<file path="config.mk">
export PLATFORM = sky130hd
export DESIGN_NAME = main
export DESIGN_NICKNAME = d
export VERILOG_FILES = /design/src/rtl/main.sv
export SDC_FILE = /design/constraint.sdc
export NUM_CORES = 1
export LEC_CHECK = 0
export CAP_MARGIN = 20
export CORE_ASPECT_RATIO = 1.2
export CORE_MARGIN = 1.5
export CORE_UTILIZATION = 38
export CTS_CLUSTER_SIZE = 28
export DETAILED_ROUTE_END_ITERATION = 16
export GPL_ROUTABILITY_DRIVEN = 1
export SKIP_LAST_GASP = 1
export SYNTH_ARGS = -nofsm -noshare
export SYNTH_HDL_FRONTEND = slang
export SYNTH_SLANG_ARGS = --single-unit
</file>
<file path="constraint.sdc">
create_clock -name clk -period 21.4 [get_ports clk]
set_input_delay 4.28 -clock clk [delete_from_list [all_inputs] [get_ports clk]]
set_output_delay 4.28 -clock clk [all_outputs]
set_load 0.05 [all_outputs]
</file>
<file path="src/rtl/main.sv">
// Vending-machine controller: purchase, restock and stock query over
// 8 product types, with registered seven-segment displays.
module main #(
    parameter logic [6:0] PRICE0     = 7'd5,
    parameter logic [6:0] PRICE1     = 7'd3,
    parameter logic [6:0] PRICE2     = 7'd8,
    parameter logic [6:0] PRICE3     = 7'd10,
    parameter logic [6:0] PRICE4     = 7'd2,
    parameter logic [6:0] PRICE5     = 7'd6,
    parameter logic [6:0] PRICE6     = 7'd4,
    parameter logic [6:0] PRICE7     = 7'd7,
    parameter logic [3:0] INIT_STOCK = 4'd5
) (
    input  logic       clk,
    input  logic       rst,
    input  logic [1:0] mode,
    input  logic [6:0] customer_money,
    input  logic [2:0] supply_type,
    input  logic [3:0] customer_amount,
    input  logic [3:0] amount_sypply_to_add,
    output logic [6:0] error,
    output logic [6:0] First7_machine,
    output logic [6:0] Second7_machine,
    output logic [6:0] First7_customer,
    output logic [6:0] Second7_customer
);

    logic [7:0][3:0] stock, stock_n;
    logic [13:0]     cash, cash_n;
    logic [6:0]      change, change_n;
    logic [2:0]      err, err_n;
    logic [6:0]      mach_n;
    logic [6:0]      price;
    logic [10:0]     cost;
    logic [4:0]      sum;
    logic [14:0]     cash_sum;
    logic [13:0]     mach_disp, cust_disp;
    logic [6:0]      err_seg;

    function automatic logic [6:0] seg(input logic [3:0] d);
        logic [6:0] s;
        unique case (d)
            4'd0:    s = 7'h3F;
            4'd1:    s = 7'h06;
            4'd2:    s = 7'h5B;
            4'd3:    s = 7'h4F;
            4'd4:    s = 7'h66;
            4'd5:    s = 7'h6D;
            4'd6:    s = 7'h7D;
            4'd7:    s = 7'h07;
            4'd8:    s = 7'h7F;
            4'd9:    s = 7'h6F;
            default: s = 7'h00;
        endcase
        return s;
    endfunction

    // Two digits {tens, units}; values above 99 pin at 99.
    function automatic logic [13:0] two_digit(input logic [6:0] v);
        logic [6:0] s;
        s = (v > 7'd99) ? 7'd99 : v;
        return {seg(4'(s / 7'd10)), seg(4'(s % 7'd10))};
    endfunction

    always_comb begin
        unique case (supply_type)
            3'd0:    price = PRICE0;
            3'd1:    price = PRICE1;
            3'd2:    price = PRICE2;
            3'd3:    price = PRICE3;
            3'd4:    price = PRICE4;
            3'd5:    price = PRICE5;
            3'd6:    price = PRICE6;
            default: price = PRICE7;
        endcase
    end

    always_comb begin
        stock_n  = stock;
        cash_n   = cash;
        change_n = change;
        err_n    = err;
        cost     = {4'b0, price} * {7'b0, customer_amount};
        sum      = {1'b0, stock[supply_type]} + {1'b0, amount_sypply_to_add};
        cash_sum = {1'b0, cash} + {4'b0, cost};
        unique case (mode)
            2'd1: begin
                change_n = customer_money;
                if (customer_amount == 4'd0) begin
                    err_n = 3'd3;
                end else if (customer_amount > stock[supply_type]) begin
                    err_n = 3'd2;
                end else if ({4'b0, customer_money} < cost) begin
                    err_n = 3'd1;
                end else begin
                    err_n = 3'd0;
                    stock_n[supply_type] = stock[supply_type] - customer_amount;
                    cash_n = (cash_sum > 15'd16383) ? 14'h3FFF : cash_sum[13:0];
                    change_n = 7'({4'b0, customer_money} - cost);
                end
            end
            2'd2: begin
                if (sum > 5'd15) begin
                    err_n = 3'd4;
                end else begin
                    err_n = 3'd0;
                    stock_n[supply_type] = sum[3:0];
                end
            end
            2'd3: err_n = 3'd0;
            default: ;
        endcase
        mach_n = mode[1] ? {3'b0, stock_n[supply_type]}
                         : 7'(cash_n % 14'd100);
        mach_disp = two_digit(mach_n);
        cust_disp = two_digit(change_n);
        err_seg   = (err_n == 3'd0) ? 7'h00 : seg({1'b0, err_n});
    end

    always_ff @(posedge clk) begin
        if (rst) begin
            stock            <= {8{INIT_STOCK}};
            cash             <= '0;
            change           <= '0;
            err              <= '0;
            error            <= 7'h00;
            First7_machine   <= 7'h3F;
            Second7_machine  <= 7'h3F;
            First7_customer  <= 7'h3F;
            Second7_customer <= 7'h3F;
        end else begin
            stock            <= stock_n;
            cash             <= cash_n;
            change           <= change_n;
            err              <= err_n;
            error            <= err_seg;
            First7_machine   <= mach_disp[13:7];
            Second7_machine  <= mach_disp[6:0];
            First7_customer  <= cust_disp[13:7];
            Second7_customer <= cust_disp[6:0];
        end
    end

endmodule

</file>
=== After elaboration in Yosys (flattened, before gate mapping) ===
Memory sizes are Yosys's and may differ from the RTL's. A register that Yosys moved wholly into a read port is not among the register bits.
Cells that the tools add are included.

* Bits of input ports: 22
* ROM bits: 504
* Register bits: 56
* Memories: 5

* Divide/modulo/power cells: 5
* Eq/ne operators: 9
* $mul: 1
* Reduce and logical (&&, ||, !) cells: 5
* Mux-type cells: 31
* Order comparisons: 8
* Add/subtract/negate cells: 4

{| class="wikitable"
|+ Memories
! memory !! words !! bits a word !! rd ports !! clocked after Yosys merged registers in !! wr ports !! line !! RTL
|-
| (name not given) || 16 || 7 || 1 || 1 || 0 || 42 || <nowiki>unique case (d)</nowiki>
|-
| (name not given) || 16 || 7 || 1 || 1 || 0 || 42 ||
|-
| (name not given) || 16 || 7 || 1 || 1 || 0 || 42 ||
|-
| (name not given) || 16 || 7 || 1 || 1 || 0 || 42 ||
|-
| (name not given) || 8 || 7 || 1 || 1 || 0 || 42 ||
|}

{| class="wikitable"
|+ Operators with widths
! operator !! number
|-
| 32-bit 2-to-1 mux || 4
|-
| 14-bit 2-to-1 mux || 5
|-
| 32-bit bitwise mux || 2
|-
| 32-bit one-hot mux with 2 select lines || 1
|-
| 7-bit 2-to-1 mux || 7
|-
| 4-bit one-hot mux with 7 select lines || 1
|-
| 4-bit binary-select mux with 3-bit select || 2
|-
| 14-bit by 8-bit adder with 15-bit output || 1
|-
| 15-bit by 14-bit > comparator with 1-bit output, second input constant || 1
|-
| 7-bit by 4-bit divider with 7-bit output, second input constant || 2
|-
| 7-bit > comparator, second input constant || 2
|-
| 14-bit by 7-bit modulo with 14-bit output, second input constant || 1
|-
| 7-bit by 4-bit modulo with 7-bit output, second input constant || 2
|-
| 4-bit demux with 3-bit select || 1
|-
| 4-bit 2-to-1 mux || 3
|-
| 3-bit == test, second input constant || 3
|-
| 3-bit one-hot mux with 3 select lines || 1
|-
| 7-bit by 8-bit < comparator with 1-bit output || 1
|-
| 4-bit by 4-bit multiplier with 8-bit output || 1
|-
| 7-bit subtractor || 1
|-
| 3-bit by 2-bit == test with 1-bit output, second input constant || 2
|-
| 3-bit zero test || 2
|-
| 4-bit by 4-bit adder with 5-bit output || 1
|-
| 5-bit by 4-bit > comparator with 1-bit output, second input constant || 1
|-
| 13 further kinds || 15
|}

=== Depth between registers and ports, before layout ===
Gate-level depths: netlist (run 1).

* Depth in word-level cells: 15
* Mapped depth: 67
* Gate-level depth less buffers: 62

=== Worst setup path after synthesis (run 1) ===
No wires, ideal clock.

* Path type: input -> register
* Start: input supply_type[0]
* End: register Second7_machine[4]
* Arrival: 17871 ps
* Path slack: 3407 ps
* Setup time: 122 ps
* Stages: 61
* Cells stage by stage: clkbuf_1 -> clkbuf_1 -> buf_1 -> a21oi_1 -> nand2b_1 -> fa_1 -> fa_1 -> inv_1 -> ha_1 -> a211oi_1 -> or3b_1 -> nand3_1 -> ha_1 -> nand4_1 -> nor3_1 -> nor2_1 -> nor3_2 -> mux2_2 -> (+25 left out) -> inv_1 -> a211oi_1 -> o22ai_1 -> o31a_1 -> o211ai_1 -> o211a_1 -> ha_1 -> clkbuf_1 -> o31ai_1 -> and3_1 -> a211oi_4 -> a21oi_1 -> xnor2_1 -> inv_1 -> ha_1 -> inv_1 -> mux2i_1 -> a221o_1

* Word-level cells in the longest chain between the ends: 15
* Elaborated cells on any way between the ends: 42
* Classes of those cells: 3 x add/sub; 1 x mul; 2 x div; 7 x order compare; 6 x eq/ne; 21 x mux; 2 x reduce/logical

{| class="wikitable"
|+ RTL lines
! what !! line !! RTL
|-
| start, declared || 18 || <nowiki>input logic [2:0] supply_type,</nowiki>
|-
| 3-bit == test (tied with other cells) || 66 || <nowiki>unique case (supply_type)</nowiki>
|-
| 4-bit one-hot mux with 7 select lines or 1-bit logical AND (tied branches) || 66, 97, 107 ||
|-
| 4-bit by 4-bit multiplier with 8-bit output or 4-bit 2-to-1 mux (tied branches) || 83, 97, 107 ||
|-
| 14-bit by 8-bit adder with 15-bit output or 4-bit demux with 3-bit select (tied branches) || 85, 97, 107 ||
|-
| 15-bit by 14-bit > comparator with 1-bit output or 32-bit bitwise mux (tied branches) || 98, 97 ||
|-
| 14-bit 2-to-1 mux or 32-bit 2-to-1 mux (tied branches) || 98, 93 ||
|-
| 14-bit 2-to-1 mux or 32-bit 2-to-1 mux (tied branches) || 93, 91 ||
|-
| 14-bit 2-to-1 mux or 32-bit 2-to-1 mux (tied branches) || 91, 89 ||
|-
| 14-bit 2-to-1 mux or 32-bit one-hot mux with 2 select lines (tied branches) || 89, 86 ||
|-
| 14-bit 2-to-1 mux or 4-bit binary-select mux with 3-bit select (tied branches) || 86, 113 ||
|-
| 14-bit by 7-bit modulo with 14-bit output or 4-bit 2-to-1 mux (tied branches) || 114, 113 ||
|-
| 7-bit 2-to-1 mux (*) || 113 || <nowiki>mach_n = mode[1] ? {3'b0, stock_n[supply_type]}</nowiki>
|-
| 7-bit > comparator || 61 || <nowiki>s = (v > 7'd99) ? 7'd99 : v;</nowiki>
|-
| 7-bit 2-to-1 mux (*) || 61 ||
|-
| 7-bit by 4-bit modulo with 7-bit output (*) || 62 || <nowiki>return {seg(4'(s / 7'd10)), seg(4'(s % 7'd10))};</nowiki>
|-
| end, declared || 23 || <nowiki>output logic [6:0] Second7_machine,</nowiki>
|}

Mark *: on every way between the ends. The rest lies on a longest branch, timed or not. The select of a mux whose other input is x is not followed.
A chain may end at the register's enable or synchronous reset.

=== Final worst setup path (run 1) ===
Same ends and word-level chain as after synthesis.

==> out/qor.csv, run 1 <==
stage;metric;value;unit
cts;TritonCTS Buffers;9;
global_route;initial antenna violation count;0;
synth;sequential share of the synthesized area;0.178;
synth;dominant synthesized flop cell;dfxtp_1;
pwr;Pleak;4.52;nW
worst_hold_path;worst hold path cell count;2;
setup_path;Reg2Reg Depth;53;
detailed_routing;drc violations;0;
cts;H-tree depth;3;
detailed_routing;Iteration-0 DRC Markers;718;
placement;count of input and output buffers;56;
synth;Post-Synthesis Cell Area;10200;um^2
setup_path;slowest CP cell;o41ai_2;
setup_path;worst-path fanout max;20;
worst_hold_path;Hold Path Class;flop to flop;
detailed_routing;routed vias/inst;5.97;
synth;post-synth top area share;0.178;
sta;Final setup viols;0;
synth;Post-synth EDFFs;0;
global_route;vias in the first global route;9435;
cts;CTS Root Cell;clkbuf_16;
synth;top cells by area, synth;dfxtp_1 18%, ha_1 9.4%, nor2_1 5.7%;
pwr;Internal;0.413;mW
detailed_routing;Routed wire per std cell;17.0;um
run_status;status;finished clean;
pwr;worst vdd ir;75.7;uV
synth;most frequent cell after synthesis;nor2_1;
cts;PostCTS Resize Cnt;0;
floorplan;Core Region;26400;um^2
cts;clock tree sinks;91;
worst_hold_path;hold path startpoint;change[3]$_SDFF_PP0_;
synth;number of synthesized register bits;91;
sta;post-route clock skew;10.3;ps
placement;GPL Wtd Cong;0.924;
placement;Final HPWL DP;21.7;mm
pwr;switching share of power;0.426;
finish;Area Growth Syn to Fin;11.1;%
floorplan;die area;28000;um^2
sta;Fin Setup TNS;0;ps
global_route;first-pass GRT wire length;47.1;mm
sta;post-route minimum period;19790;ps
cts;CTS tree;built;
floorplan;Initial Utilization;0.388;
global_route;largest net degree at the start of global routing;56;
detailed_routing;final wirelength;28.6;mm
sta;Fin. Hold Viols;0;
floorplan;Die Wd;153;um
pwr;Flop pwr share;0.275;
pwr;sw power;0.306;mW
setup_path;Worst setup EP type;flop;
finish;Inserted Diodes;0;
detailed_routing;first-pass iteration count of the detailed router;5;
global_route;Tot GR Track Use;0.204;
setup_path;CP arrival;20060;ps
synth;Adder-Cell Fraction of Synth Area;0.111;
cts;Skew-Pair Late Insertion Delay;370;ps
placement;# placed instances;1658;
synth;Syn Area/Cell;7.82;um^2
pwr;clock power share;0.231;
synth;post-synthesis compound-gate area fraction;0.298;
cts;maximum root-to-sink buffer count;2;
sta;Max Slew Vio Count;0;
synth;ys async rst share;0;
finish;fin cells;1675;
setup_path;Crit Path Class;input port to flop;
cts;# Post-CTS Setup Buffers;0;
synth;syn_nets;1418;
finish;Util after Layout;0.431;
pwr;Power Dens Cells;63.2;nW/um^2
sta;fmax;50.5;MHz
sta;Rel. slew slack;0.275;
floorplan;Die Y;183;um
synth;xor and xnor area share after synthesis;0.0280;
synth;Ys Warns;0;
sta;RSZ-0062 raised after global routing;false;
finish;share of layout cells above drive strength 1;0.122;
synth;fraction of synthesized area in multiplexers;0.104;
synth;post-synthesis simple-gate area fraction;0.235;
floorplan;row cnt;65;
flow_run;max-cap violations;0;
setup_path;crit-path max cell delay;970;ps
setup_path;Reg-to-Reg Start;stock[4]$_SDFF_PP1_;
detailed_routing;via count;10004;
setup_path;WP data required;21660;ps
finish;layout net count;1442;
synth;commonest cells in the netlist;155 x nor2_1, 136 x nand2_1, 91 x dfxtp_1, 87 x a21oi_1, 77 x ha_1;
synth;Synth area leader;dfxtp_1;
synth;Mapped Cells;1311;
setup_path;startpoint types;input port;
global_route;grt total ovfl;0;
cts;CTS Hold Bufs;0;
sta;fin crit share;0.925;
detailed_routing;DRT antenna net count;0;
setup_path;Crit. Startpoint;supply_type[0];
floorplan;Ports;57;
cts;CTS clk-pin slew, worst paths;70;ps
sta;Worst-Margin Slew;1080;ps
synth;largest family of logic cells by synthesized area;compound AO/OA/AOI/OAI gates;
synth;Netlist cell types;114;
pwr;Gate power share;0.494;
## flip-flops by register name (all words and copies together), names as in the netlist
| signal | flops |
|---|---|
| err | 3 |
| Second7_machine | 7 |
| change | 7 |
| cash | 14 |
| First7_customer | 7 |
| stock | 32 |
| error | 7 |
| First7_machine | 7 |
| Second7_customer | 7 |
## cells in the final DEF, fill, tap and decap left out, types with 14 or more instances in the layout
master,instances
a21oi_1,87
mux2_2,38
a222oi_1,14
clkdlybuf4s50_1,55
nand2b_1,17
o21ai_1,18
dfxtp_1,91
mux2i_1,24
and2_1,20
o21ai_0,67
a31oi_1,15
inv_1,59
nor2b_1,20
mux4_2,16
ha_1,77
nor2_1,155
nor3_1,32
or2_2,21
xnor2_1,20
nand2_1,136
nand3_1,25
a21o_1,20
or3_1,15
a211oi_1,15
o211ai_1,16
## kinds of logic after synthesis
group | Yosys count
buffers and inverters | 119
AO/OA/AOI/OAI | 408
flip-flops | 91
multiplexers | 81
adder cells (fa/ha/maj) | 86
XOR/XNOR | 31
AND/OR/NAND/NOR | 495
## power groups by stage
stage          combinational, mW  clock [mW]  sequential (mW)
2_1_floorplan              0.216           0            0.252
3_3_place_gp               0.352           0            0.201
3_5_place_dp               0.354           0            0.201
4_1_cts                    0.356       0.171            0.198
5_1_grt                    0.394       0.177            0.200
6_report                   0.356       0.166            0.198
## stage by stage
step	total power [mW]	setup slack, ps	area (um^2)	hold WS [ps]
6_report	0.719	1610	11400	505
5_1_grt	0.770	264	11400	533
4_1_cts	0.724	1790	11400	512
3_5_place_dp	0.555	1510	11100	497
3_3_place_gp	0.553	1800	11100	483
2_1_floorplan	0.468	3410	10200	458
## critical path, delay by kind of cell
kind            cells  cell delay [ps]
compound gates     26             7860
xor+xnor            2              550
fa+ha+maj           9             2930
buf+inv             9             1710
mux                 2              390
simple gates       10             2330
## cell type report
| cell class | instances | area, um^2 |
|---|---|---|
| clock buffers | 9 | 225 |
| inverters | 63 | 236 |
| multi-input cells | 1101 | 7960 |
| clock inverters | 7 | 76.3 |
| flip-flops and latches | 91 | 1820 |
| fillers | 2616 | 15000 |
| repair buffers | 69 | 651 |
| well taps | 335 | 419 |
## per-layer routing
metal | wire length [um] | part of all wire | vias to the layer above | global-route usage
met3 | 1130 | 0.040 | 51 | 0.0286
met4 | 613 | 0.021 | 0 | 0.0761
met5 | 0 | 0 | - | 0
li1 | - | - | 4952 | -
met2 | 14000 | 0.49 | 240 | 0.362
met1 | 12800 | 0.45 | 4761 | 0.249
## worst paths after layout
check / to / slack (ps)
hold / removal: change[3]$_SDFF_PP0_ / 500
setup / recovery: Second7_machine[4]$_SDFF_PP1_ / 1610
setup reg to reg: Second7_machine[4]$_SDFF_PP1_ / 7950
hold reg to reg: change[3]$_SDFF_PP0_ / 500
No activity file was read; power rests on OpenSTA's default activity.
==> run 2: changes to the inputs <==
Settings changed: CORE_UTILIZATION 38 to 41.
==> run 2 against run 1 <==
Net effect: highest routed layer unchanged; critical path type unchanged; clock-buffer cell count rose by 1; non-clock buffer count is 2 higher; power is 3.6% higher; critical endpoint unchanged; worst setup slack better by 190 ps; global-route usage increased by 1.5 points; sequential power hardly changed; die area is 7.2% lower; critical path depth rose by 1; final cell count down 0.48%.
==> out/qor.csv, run 2 (synthesized netlist as in run 1, its figures left out) <==
stage;metric;value;unit
sta;fmax;51.0;MHz
sta;Worst-Margin Slew;942;ps
cts;CTS Hold Bufs;0;
run_status;status;finished clean;
floorplan;die area;26000;um^2
cts;clock tree sinks;91;
placement;Final HPWL DP;21.7;mm
finish;Area Growth Syn to Fin;11.6;%
pwr;Power Dens Cells;65.2;nW/um^2
sta;Fin Setup TNS;0;ps
flow_run;max-cap violations;0;
finish;post-route cell area;11400;um^2
worst_hold_path;hold path startpoint;change[0]$_SDFF_PP0_;
cts;CTS Root Cell;clkbuf_16;
cts;# Post-CTS Setup Buffers;0;
setup_path;Reg2Reg Depth;51;
cts;maximum root-to-sink buffer count;2;
sta;RSZ-0062 raised after global routing;false;
cts;CTS tree;built;
detailed_routing;final wirelength;28.4;mm
setup_path;reg2reg setup slack;7890;ps
finish;max reg flops;32;
global_route;first-pass GRT wire length;46.6;mm
detailed_routing;DRT antenna net count;0;
sta;fin crit share;0.916;
setup_path;CP arrival;19870;ps
finish;most flop-heavy register;stock;
setup_path;worst-path fanout max;20;
detailed_routing;first-pass iteration count of the detailed router;5;
floorplan;Ports;57;
sta;Max Slew Vio Count;0;
global_route;Tot GR Track Use;0.218;
setup_path;Worst setup EP type;flop;
detailed_routing;drc violations;0;
setup_path;Critical Path Most Common Cell;ha_1;
finish;Inserted Diodes;0;
setup_path;Crit Path Class;input port to flop;
global_route;initial antenna violation count;0;
placement;pre-CTS setup slack;1480;ps
placement;placed inst area;11100;um^2
worst_hold_path;Hold Path End;change[0]$_SDFF_PP0_;
cts;TritonCTS Buffers;9;
setup_path;Critical R2R Capture;Second7_machine[4]$_SDFF_PP1_;
pwr;worst vdd ir;87.1;uV
detailed_routing;Routed wire per std cell;17.0;um
finish;share of layout cells above drive strength 1;0.124;
worst_hold_path;Hold Path Class;flop to flop;
floorplan;Die Wd;147;um
floorplan;row cnt;63;
sta;Fin. Hold Viols;0;
finish;biggest regs;stock x32, cash x14;
setup_path;crit-path max cell delay;720;ps
pwr;Final Total Pwr;0.745;mW
global_route;largest net degree at the start of global routing;44;
cts;Skew-Pair Late Insertion Delay;370;ps
setup_path;Crit. Startpoint;supply_type[0];
global_route;vias in the first global route;9450;
detailed_routing;via count;10040;
pwr;Pleak;4.56;nW
sta;Rel. slew slack;0.367;
detailed_routing;routed vias/inst;6.02;
placement;count of input and output buffers;56;
setup_path;slowest CP cell;clkdlybuf4s50_1;
cts;PostCTS Resize Cnt;0;
setup_path;startpoint types;input port;
finish;Util after Layout;0.464;
floorplan;Initial Utilization;0.415;
cts;CTS clk-pin slew, worst paths;70;ps
worst_hold_path;worst hold path cell count;2;
floorplan;Core Region;24700;um^2
sta;post-route minimum period;19610;ps
sta;Final setup viols;0;
sta;post-route clock skew;7.20;ps
finish;most common cell after layout, fill and taps aside;nor2_1;
detailed_routing;Iteration-0 DRC Markers;770;
sta;setup slack after layout;1790;ps
setup_path;WP data required;21660;ps
cts;H-tree depth;3;
setup_path;Reg-to-Reg Start;stock[14]$_SDFF_PP1_;
finish;layout net count;1444;
floorplan;Die Y;176;um
global_route;grt total ovfl;0;
finish;most frequent cells in the layout;155 x nor2_1, 136 x nand2_1, 91 x dfxtp_1;
placement;GPL Wtd Cong;0.906;
## run 2: cell count changes in the layout (fill, tap and decap cells not counted)
cell and delta:
clkinvlp_4 -2, bufinv_16 +2, clkbuf_8 +1, buf_4 +2
inv_6 -2, clkinv_4 +1
## run 2: stage by stage
step                      cells  hold slack [ps]
after floorplan            1311              458
after global placement     1650              482
after detailed placement   1650              494
after CTS                  1666              509
after global routing       1667              568
final                      1667              506
## run 2: layout make-up
type	count	area [um^2]
fillers	2455	13200
multi-input cells	1101	7960
flip-flops and latches	91	1820
repair buffers	71	666
well taps	325	407
clock buffers	10	239
inverters	63	236
clock inverters	6	113
## run 2: critical path: cells and delay by family
family                     cells  cell delay, ps
AOI/OAI and AO/OA             21            5450
buffers and inverters          8            1620
adders and majority gates      9            3100
xor gates and xnor gates       1             420
muxes                          3            1030
and+or+nand+nor               17            3920
## run 2: metal layers
layer  track usage  part of all wire  vias up
met5             0                 0        -
met4        0.0908             0.028        0
li1              -                 -     4950
met2         0.381              0.49      286
met1         0.268              0.44     4750
met3        0.0318             0.044       54
## run 2: power breakdown
| group | switching, mW | internal, mW |
|---|---|---|
| Combinational | 0.225 | 0.132 |
| Sequential | 0.00762 | 0.190 |
| Clock | 0.0724 | 0.117 |
| Total | 0.305 | 0.440 |
## run 2: how the worst max path moves through the flow
stage	endpoint	slack (ps)	cells past startpoint
final	Second7_machine[4]$_SDFF_PP1_	1790	59
after detailed placement	Second7_machine[4]$_SDFF_PP1_	1480	58
after global routing	Second7_machine[4]$_SDFF_PP1_	510	59
after floorplan	Second7_machine[4]$_SDFF_PP1_	3410	61
after CTS	Second7_machine[4]$_SDFF_PP1_	1820	58
after global placement	Second7_machine[4]$_SDFF_PP1_	1850	58
==> run 3: changes to the inputs <==
Settings changed: CAP_MARGIN 20 to unset.
==> run 3 against run 2 <==
Net effect: critical path depth fell by 1; global-route usage unchanged; register-to-register slack improved by 20 ps; sequential cell count unchanged; largest cell class unchanged.
==> out/qor.csv, run 3 (synthesized netlist as in run 1, its figures left out) <==
stage;metric;value;unit
sta;post-route clock skew;10.3;ps
sta;Worst-Margin Slew;1110;ps
placement;GPL Wtd Cong;0.906;
detailed_routing;first-pass iteration count of the detailed router;7;
finish;share of layout cells above drive strength 1;0.123;
finish;Util after Layout;0.463;
finish;layout net count;1443;
sta;setup slack after layout;1670;ps
sta;Max Slew Vio Count;0;
detailed_routing;final wirelength;28.4;mm
finish;most common cell after layout, fill and taps aside;nor2_1;
finish;biggest regs;stock x32, cash x14;
setup_path;WP data required;21660;ps
sta;Fin Setup TNS;0;ps
sta;Final setup viols;0;
cts;CTS Root Cell;clkbuf_16;
finish;most frequent cells in the layout;155 x nor2_1, 136 x nand2_1, 91 x dfxtp_1;
setup_path;startpoint types;input port;
worst_hold_path;Hold Path Class;flop to flop;
setup_path;slowest CP cell;o41ai_2;
floorplan;die area;26000;um^2
floorplan;Ports;57;
placement;# placed instances;1650;
detailed_routing;drc violations;0;
detailed_routing;routed vias/inst;6.03;
setup_path;reg2reg setup slack;7910;ps
floorplan;Core Region;24700;um^2
cts;maximum root-to-sink buffer count;2;
global_route;initial antenna violation count;0;
cts;Skew-Pair Late Insertion Delay;370;ps
pwr;worst vdd ir;87.0;uV
global_route;grt total ovfl;0;
worst_hold_path;worst hold path cell count;2;
sta;Fin. Hold Viols;0;
placement;pre-CTS setup slack;1480;ps
setup_path;Worst setup EP type;flop;
global_route;vias in the first global route;9450;
finish;max reg flops;32;
floorplan;row cnt;63;
finish;fin cells;1666;
floorplan;Die Y;176;um
setup_path;worst-path fanout max;20;
cts;clock tree sinks;91;
placement;count of input and output buffers;56;
cts;H-tree depth;3;
detailed_routing;Iteration-0 DRC Markers;737;
cts;CTS tree;built;
finish;Area Growth Syn to Fin;11.6;%
detailed_routing;Routed wire per std cell;17.1;um
placement;Final HPWL DP;21.7;mm
finish;most flop-heavy register;stock;
cts;PostCTS Resize Cnt;0;
cts;TritonCTS Buffers;9;
run_status;status;finished clean;
global_route;first-pass GRT wire length;46.6;mm
cts;CTS Hold Bufs;0;
worst_hold_path;Hold Path End;change[0]$_SDFF_PP0_;
sta;fin crit share;0.922;
sta;Rel. slew slack;0.255;
finish;Inserted Diodes;0;
setup_path;Reg-to-Reg Start;stock[14]$_SDFF_PP1_;
sta;RSZ-0062 raised after global routing;false;
cts;CTS clk-pin slew, worst paths;70;ps
global_route;Tot GR Track Use;0.218;
setup_path;Crit Path Class;input port to flop;
detailed_routing;DRT antenna net count;0;
flow_run;max-cap violations;0;
setup_path;Critical R2R Capture;Second7_machine[4]$_SDFF_PP1_;
setup_path;CP arrival;19990;ps
floorplan;Initial Utilization;0.415;
pwr;Pleak;4.56;nW
pwr;Power Dens Cells;65.1;nW/um^2
sta;Min Hold Slack;501;ps
setup_path;Reg2Reg Depth;51;
sta;fmax;50.7;MHz
setup_path;crit-path max cell delay;990;ps
cts;# Post-CTS Setup Buffers;0;
worst_hold_path;hold path startpoint;change[0]$_SDFF_PP0_;
sta;post-route minimum period;19730;ps
global_route;largest net degree at the start of global routing;44;
floorplan;Die Wd;147;um
detailed_routing;via count;10045;
finish;fill count;2451;
## run 3: cell count changes in the layout (fill, tap and decap cells not counted)
cell,before,now
buf_2,2,1
## run 3: how the worst max path moves through the flow
stage / slack [ps] / from / endpoint
detailed placement: 1480 / supply_type[0] / Second7_machine[4]$_SDFF_PP1_
finish: 1670 / supply_type[0] / Second7_machine[4]$_SDFF_PP1_
global route: 460 / supply_type[0] / Second7_machine[4]$_SDFF_PP1_
floorplan: 3410 / supply_type[0] / Second7_machine[4]$_SDFF_PP1_
global placement: 1850 / supply_type[0] / Second7_machine[4]$_SDFF_PP1_
CTS: 1820 / supply_type[0] / Second7_machine[4]$_SDFF_PP1_
## run 3: routing by layer
metal  track usage  part of all wire  up-vias  routed length, um
li1              -                 -     4940                  -
met1         0.268              0.44     4726              12400
met2         0.381              0.49      318              13800
met3        0.0318             0.047       61               1340
met4        0.0908             0.030        0                857
met5             0                 0        -                  0
## run 3: where the power goes
| part | internal (mW) | switching [mW] |
|---|---|---|
| Clock | 0.118 | 0.0727 |
| Combinational | 0.132 | 0.225 |
| Sequential | 0.190 | 0.00764 |
## run 3: layout make-up
cell class | instances | area [um^2] | share of cell area
clock buffer | 10 | 239 | 0.0209
clock inverter | 6 | 113 | 0.00985
inverter | 63 | 236 | 0.0207
multi-input combinational | 1101 | 7960 | 0.696
sequential | 91 | 1820 | 0.159
tap | 325 | 407 | 0.0356
timing repair buffer | 70 | 661 | 0.0578
## run 3: worst max-delay path: cells and delay by family
kind	cells	cell delay (ps)
xor+xnor	2	630
buf+inv	9	1710
compound gates	26	7770
fa+ha+maj	9	2900
mux	2	400
simple gates	10	2270
## run 3: through the flow
step / cell area [um^2] / power [mW]
2_1_floorplan: 10200 / 0.468
3_3_place_gp: 11100 / 0.553
4_1_cts: 11400 / 0.750
6_report: 11400 / 0.744
3_5_place_dp: 11100 / 0.555
5_1_grt: 11400 / 0.794
